`src/rtl/jesd_tx_link_ctrl.sv`:
```
// jesd_tx_link_ctrl: JESD204B TX link sequencer (K -> ILA -> DATA) driving per-lane octet-source selects.
module jesd_tx_link_ctrl #(
    parameter int LANES    = 4,
    parameter int RELINK_W = 8
) (
    input  logic                  clk,
    input  logic                  rst_n,
    input  logic                  frame_clk,
    input  logic                  lmfc_clk,
    input  logic                  i_sync_request,
    input  logic [7:0]            i_F,
    input  logic [7:0]            i_ila_mf_len,
    input  logic [3:0]            i_kmin_override,
    input  logic [LANES-1:0]      i_lane_en,
    output logic [2*LANES-1:0]    o_link_mux,
    output logic [1:0]            o_state,
    output logic                  o_link_up,
    output logic                  o_ila_start,
    output logic [7:0]            o_ila_mf_idx,
    output logic [RELINK_W-1:0]   o_relink_cnt
);
    typedef enum logic [1:0] {SYNC = 2'd0, ILA = 2'd1, DATA = 2'd2} state_t;
    state_t state, state_nxt;
    logic [3:0] k_cnt, k_nxt, kmin;
    logic [7:0] mf_cnt, mf_nxt;
    logic [LANES-1:0] lane_en_q, lane_en_nxt, mask;
    logic [2*LANES-1:0] mux_nxt;
    logic [RELINK_W-1:0] relink_nxt;
    logic go_ila;
    assign kmin = i_kmin_override != 4'd0 ? i_kmin_override :
                  i_F == 8'd0 ? 4'd10 : i_F == 8'd1 ? 4'd6 : i_F < 8'd4 ? 4'd4 : i_F < 8'd8 ? 4'd3 : 4'd2;
    // k_cnt is compared before this cycle's frame_clk increment lands
    assign go_ila = state == SYNC && !i_sync_request && k_cnt >= kmin && lmfc_clk;
    always_comb begin
        state_nxt   = SYNC;
        k_nxt       = '0;
        mf_nxt      = '0;
        lane_en_nxt = lane_en_q;
        relink_nxt  = o_relink_cnt;
        mux_nxt     = '0;
        case (state)
            SYNC: begin
                k_nxt = (!i_sync_request && frame_clk && k_cnt != 4'hf) ? k_cnt + 4'd1 : k_cnt;
                if (go_ila) begin
                    state_nxt   = ILA;
                    lane_en_nxt = i_lane_en;
                end
            end
            ILA: if (!i_sync_request) begin
                if (lmfc_clk && mf_cnt == i_ila_mf_len) state_nxt = DATA;
                else begin
                    state_nxt = ILA;
                    mf_nxt    = mf_cnt + {7'd0, lmfc_clk};
                end
            end
            DATA: state_nxt = i_sync_request ? SYNC : DATA;
            default: ;
        endcase
        if ((state == ILA || state == DATA) && i_sync_request && ~&o_relink_cnt)
            relink_nxt = o_relink_cnt + 1'b1;
        mask = state_nxt == SYNC ? i_lane_en : lane_en_nxt;
        for (int n = 0; n < LANES; n++)
            mux_nxt[2*n +: 2] = !mask[n] ? 2'd3 : state_nxt == SYNC ? 2'd1 : state_nxt == ILA ? 2'd2 : 2'd0;
    end
    always_ff @(posedge clk or negedge rst_n) begin
        if (!rst_n) begin
            state        <= SYNC;
            k_cnt        <= '0;
            mf_cnt       <= '0;
            lane_en_q    <= '1;
            o_link_mux   <= {LANES{2'b01}};
            o_link_up    <= 1'b0;
            o_ila_start  <= 1'b0;
            o_relink_cnt <= '0;
        end else begin
            state        <= state_nxt;
            k_cnt        <= k_nxt;
            mf_cnt       <= mf_nxt;
            lane_en_q    <= lane_en_nxt;
            o_link_mux   <= mux_nxt;
            o_link_up    <= state_nxt == DATA;
            o_ila_start  <= go_ila;
            o_relink_cnt <= relink_nxt;
        end
    end
    assign o_state      = state;
    assign o_ila_mf_idx = mf_cnt;
endmodule

```
`config.mk`:
```
export PLATFORM = sky130hd
export DESIGN_NAME = jesd_tx_link_ctrl
export DESIGN_NICKNAME = d
export VERILOG_FILES = /design/src/rtl/jesd_tx_link_ctrl.sv
export SDC_FILE = /design/constraint.sdc
export NUM_CORES = 1
export LEC_CHECK = 0
export CAP_MARGIN = 25
export CORE_UTILIZATION = 45
export DETAILED_ROUTE_END_ITERATION = 10
export PLACE_DENSITY = 0.77
export SETUP_SLACK_MARGIN = 0.3
export SLEW_MARGIN = 10
export SYNTH_ARGS = -nofsm -noshare
export SYNTH_HDL_FRONTEND = slang
export SYNTH_SLANG_ARGS = --single-unit
```
`constraint.sdc`:
```
create_clock -name clk -period 2.3 [get_ports clk]
set_clock_uncertainty 0.05 [all_clocks]
set_input_delay 0.345 -clock clk [delete_from_list [all_inputs] [get_ports clk]]
set_output_delay 0.345 -clock clk [all_outputs]
set_load 0.01 [all_outputs]
```
==> results of run 1 <==
-- worst paths after layout --
kind | start | to | slack [ns]
setup / recovery | i_kmin_override[1] | o_link_mux[2] | 0.08
hold / removal | rst_n | o_link_mux[5] | 0.43
setup reg to reg | o_ila_mf_idx[3] | o_link_mux[3] | 0.39
hold reg to reg | o_relink_cnt[5] | o_relink_cnt[5] | 0.44
max in group asynchronous | rst_n | lane_en_q[2] | 1.43
min in group clk | o_relink_cnt[5] | o_relink_cnt[5] | 0.44
-- metal layers --
metal  part of all wire  vias up  GRT usage
met3              0.057        5     0.0479
met5                  0        -          0
met1               0.46      749      0.263
li1                   -      756          -
met2               0.46       55      0.318
met4              0.017        0     0.0957
-- cells in the final DEF (no fill, tap or decap), types with 5 or more instances in the layout --
cell,Yosys,routed
nand2_2,0,5
buf_4,0,15
xnor2_1,10,10
ha_1,12,11
clkbuf_8,0,6
xor2_1,10,10
dfstp_2,8,8
nand2_1,13,8
nand3_1,10,10
nor2_1,17,16
dfrtp_1,28,28
inv_1,10,10
clkdlybuf4s50_1,0,47
-- registers in the layout, indices dropped and copies added, names as in the netlist --
register,flops
o_ila_start,1
o_link_mux,8
o_state,2
k_cnt,4
o_link_up,1
lane_en_q,4
o_relink_cnt,8
o_ila_mf_idx,8
-- cell usage after synthesis (3+ instances only) --
library cell	n
o21ai_0	3
nor3_1	3
ha_1	12
nor2_1	17
and3_1	3
inv_1	10
nor3b_1	3
xnor2_1	10
nand2_1	13
xor2_1	10
dfrtp_1	28
a32oi_1	3
a21oi_1	5
dfstp_2	8
mux2_1	4
nand3_1	10
-- critical path, delay by kind of cell --
kind	cells	cell delay, ns
AOI/OAI and AO/OA	3	0.44
and+or+nand+nor	5	0.83
adders and majority gates	1	0.21
muxes	1	0.31
buffers and inverters	2	0.25
-- metrics by stage --
step	setup TNS, ns	worst slack [ns]	instance area (µm²)
finish	0	0.0823	2810
global route	-0.0162	-0.0162	2810
CTS	0	0.110	2720
detailed placement	-7.72	-0.589	2610
global placement	-7.13	-0.538	2610
floorplan	0	0.0745	1910
-- layout make-up --
class	instances	area share
Clock buffer	8	0.0321
Multi-Input combinational cell	123	0.359
Tap cell	50	0.0223
Sequential cell	36	0.324
Timing Repair Buffer	74	0.246
Inverter	12	0.0169
-- cells by family (layout without fill, tap and decap cells) --
group                    after synthesis  count (layout)  share of synthesized area
AO/OA/AOI/OAI                         24              24                      0.106
XOR/XNOR                              22              22                      0.111
adder cells (fa/ha/maj)               12              12                     0.0801
buffers and inverters                 14              94                     0.0294
flip-flops                            36              36                      0.486
multiplexers                           5               5                     0.0300
AND/OR/NAND/NOR                       60              60                      0.158
-- timing repair --
item / 4_1_cts / 5_1_grt
pin swaps: 13 / 13
setup endpoints to repair: 15 / 15
resized for setup: 35 / 18
buffers inserted: 2 / 4
-- power by group --
group	internal [µW]	leakage, µW	total, µW	switching (µW)
logic	457	0.000735	788	331
clock network	244	0.0000455	453	209
registers	800	0.000456	924	124
==> results.json, run 1 <==
{
  "status": "complete, no violations",
  "seq_area_um2": 911,
  "cp-start-kind": "input port",
  "grt_overflow": 0,
  "layout-drive-gt1-share": 0.265,
  "end_kind": "register",
  "place_congestion": 0.809,
  "final-setup-viol-count": 0,
  "synth_area_leaders": "dfrtp_1 (37%), dfstp_2 (11%), ha_1 (8.0%)",
  "clkSinkCount": 36,
  "rr_worst_depth": 5,
  "cp_max_fo": 6,
  "die_h_um": 66.5,
  "fin_hold_ws_ns": 0.431,
  "multiInputGateArea_um2": 1010,
  "ir_drop_mv": 0.584,
  "max_stage_delay_ns": 0.31,
  "critPathKind": "input port to register",
  "slew_violations": 0,
  "yosysWarnings": 0,
  "crit_arrival_ns": 2.40,
  "fmax_mhz": 451,
  "slew_headroom": 0.697,
  "start_util": 0.469,
  "cp_common_cell": "nand2_2",
  "holdBufCountCts": 0,
  "ys.flop_type": "dfrtp_1",
  "grt_max_degree": 37,
  "via_per_inst": 5.17,
  "num_vias": 1565,
  "worst_slew_pin_slew_ns": 0.455,
  "p_leak_uw": 0.00124,
  "max-cap-violations": 0,
  "clkTransAtPathRegs_ns": 0.07,
  "worstSkewPairLatency_ns": 0.28,
  "final_nets": 293,
  "synthToLayoutAreaGrowth_pct": 49.9,
  "wl_per_cell_um": 13.8,
  "synth_area_per_cell_um2": 10.8,
  "netlist.area_leader.share": 0.374,
  "dieArea_um2": 4430,
  "grt_pass1_wl_mm": 6.51,
  "hold_viol_final": 0,
  "ios": 57,
  "drt-pass1-iter-count": 4,
  "cts_max_path_buffers": 2,
  "grtUsageTotal": 0.202,
  "clockRootBuffer": "clkbuf_8",
  "hold_class": "input port to asynchronous set/reset pin",
  "min_period_ns": 2.22,
  "cts_tree": "yes",
  "rows": 23,
  "cts_buffers": 5,
  "dp_hpwl_mm": 2.91,
  "num_antenna_cells": 0,
  "worstPathCellList": "buf_8 > nor4_4 > nand2_2 > nor3_4 > a22o_1 > ha_4 > o21ai_2 > o21ai_2 > nand2_2 > buf_6 > mux2_4 > nand2_2",
  "syn_nets": 214,
  "required_ns": 2.48,
  "ys_async_sr_fraction": 1.00,
  "power_uw": 2170,
  "syn-instance-count": 173,
  "synth-seq-area-share": 0.486,
  "die_w_um": 66.5,
  "final_util": 0.702,
  "routed_wl_mm": 4.17,
  "synth_edf_count": 0,
  "portBuffers": 56,
  "power_density_nw_per_um2": 771,
  "dp_cells": 289,
  "final.period_utilization": 0.964,
  "htree_levels": 2,
  "grt_pass1_vias": 1412,
  "n_fill_cell": 324,
  "synth_top_area_cell": "dfrtp_1",
  "synthesis.area_um2": 1870,
  "final_cells": 303,
  "drtIter0Drc": 65,
  "synth.distinct_cells": 41,
  "drc": 0,
  "slowest_stage": "mux2_4",
  "ys_seq_elements": 36,
  "rsz0062_at_grt": "yes",
  "coreArea_um2": 4000,
  "antenna_found_initial": 0,
  "drtAntennaViolNets": 0
}
(Power assumes the default switching activity.)
==> inputs of run 2 (changes only) <==
Settings changed: ABC_CLOCK_PERIOD_IN_PS set to 2300.
==> results of run 2 <==
Same layout as run 1: the final DEF is identical, and so are final timing and power.
==> inputs of run 3 (changes only) <==
Settings changed: CTS_CLUSTER_SIZE set to 30, TNS_END_PERCENT set to 1.
==> run 3 against run 2 <==
Non-clock buffer count down 4. Power down 2.4%. Largest cell class unchanged. Fmax down 0.75%. Largest power group unchanged.
==> results.json, run 3 (synthesis gave the netlist of run 1 again) <==
{
  "final_common_cell": "clkdlybuf4s50_1",
  "rr_worst_depth": 5,
  "grt_pass1_wl_mm": 6.79,
  "slew_violations": 0,
  "cts_max_path_buffers": 2,
  "min_period_ns": 2.23,
  "hold_class": "input port to asynchronous set/reset pin",
  "cp_max_fo": 4,
  "dieArea_um2": 4430,
  "end_kind": "register",
  "die_w_um": 66.5,
  "fin_area_um2": 2760,
  "slew_headroom": 0.651,
  "crit_arrival_ns": 2.34,
  "die_h_um": 66.5,
  "required_ns": 2.41,
  "drc": 0,
  "num_antenna_cells": 0,
  "cts_buffers": 5,
  "worstSetupStartpoint": "i_kmin_override[2]",
  "clkSinkCount": 36,
  "max-cap-violations": 0,
  "drt-pass1-iter-count": 4,
  "portBuffers": 56,
  "layout-drive-gt1-share": 0.257,
  "htree_levels": 2,
  "critPathKind": "input port to register",
  "status": "complete, no violations",
  "start_util": 0.469,
  "final-setup-viol-count": 0,
  "final_nets": 289,
  "grt_max_degree": 37,
  "antenna_found_initial": 0,
  "final.period_utilization": 0.972,
  "grt_overflow": 0,
  "via_per_inst": 5.26,
  "post_dp_cell_area_um2": 2610,
  "grt_pass1_vias": 1476,
  "grtUsageTotal": 0.208,
  "worst_slew_pin_slew_ns": 0.516,
  "dp_hpwl_mm": 2.93,
  "power_density_nw_per_um2": 766,
  "rows": 23,
  "cp-start-kind": "input port",
  "coreArea_um2": 4000,
  "rsz0062_at_grt": "yes",
  "holdBufCountCts": 0,
  "fmax_mhz": 448,
  "most-common-layout-cells": "clkdlybuf4s50_1 (47), dfrtp_1 (28), nor2_1 (15), buf_4 (13), ha_1 (11)",
  "worstSkewPairLatency_ns": 0.28,
  "cts_tree": "yes",
  "clkTransAtPathRegs_ns": 0.08,
  "place_congestion": 0.779,
  "clockRootBuffer": "clkbuf_8",
  "p_leak_uw": 0.00121,
  "fin_hold_ws_ns": 0.421,
  "wl_per_cell_um": 14.3,
  "ios": 57,
  "num_vias": 1573,
  "drtIter0Drc": 73,
  "hold_viol_final": 0,
  "routed_wl_mm": 4.27,
  "ir_drop_mv": 0.549,
  "drtAntennaViolNets": 0,
  "timing.rr.start": "o_ila_mf_idx[3]",
  "synthToLayoutAreaGrowth_pct": 47.1
}
## run 3: changes by cell type in the layout (fill, tap and decap cells not counted), sizes merged
cell / previous run / this run
buf: 23 / 19
clkdlybuf4s15: 1 / 0
inv: 12 / 11
dlygate4sd2: 2 / 3
clkinv: 0 / 4
clkbuf: 9 / 6
## run 3: through the flow
stage	worst slack [ns]	instances	total power, µW	utilization	setup TNS (ns)
6_report	0.0655	299	2110	0.689	0
2_1_floorplan	0.0743	173	1290	-	0
3_3_place_gp	-0.541	289	1590	0.653	-7.16
4_1_cts	0.105	299	2100	0.685	0
3_5_place_dp	-0.581	289	1610	0.653	-7.66
5_1_grt	-0.0518	299	2230	0.689	-0.115
## run 3: worst paths after layout
kind	end	slack [ns]
worst min register to register	o_relink_cnt[5]	0.45
worst max register to register	o_link_mux[1]	0.34
worst max-delay path	o_link_mux[1]	0.07
max in group asynchronous	lane_en_q[2]	1.42
min in group clk	o_relink_cnt[5]	0.45
worst min-delay path	k_cnt[2]	0.42
## run 3: cell type report
type	instances	area (µm²)
inverter	12	45.0
multi-input combinational	123	1000
clock buffer	5	68.8
timing repair buffer	70	648
clock inverter	3	18.8
tap	50	62.6
sequential	36	911
fill	329	1240
## run 3: power breakdown
group          switching, µW  leakage [µW]  total, µW  internal [µW]
registers                124      0.000456        924            800
logic                    325      0.000710        748            423
clock network            230     0.0000479        441            211
## run 3: what timing repair did
action	4_1_cts	5_1_grt
buffers inserted	2	0
setup endpoints to repair	15	15
pin swaps	14	4
gates resized for setup	37	8
## run 3: routing by layer
metal / up-vias / track usage / wire length (µm)
met4: 0 / 0.0638 / 59
met5: - / 0 / 0
met3: 8 / 0.0548 / 300
li1: 753 / - / -
met1: 759 / 0.259 / 1920
met2: 53 / 0.349 / 1990
## run 3: worst max-delay path: stages
cell      delay, ns
buf_6          0.09
or3_4          0.40
nor3_4         0.27
a21oi_2        0.08
ha_1           0.29
o21ai_2        0.06
o21ai_2        0.18
nand2_2        0.13
o311ai_4       0.38
a32oi_1        0.11
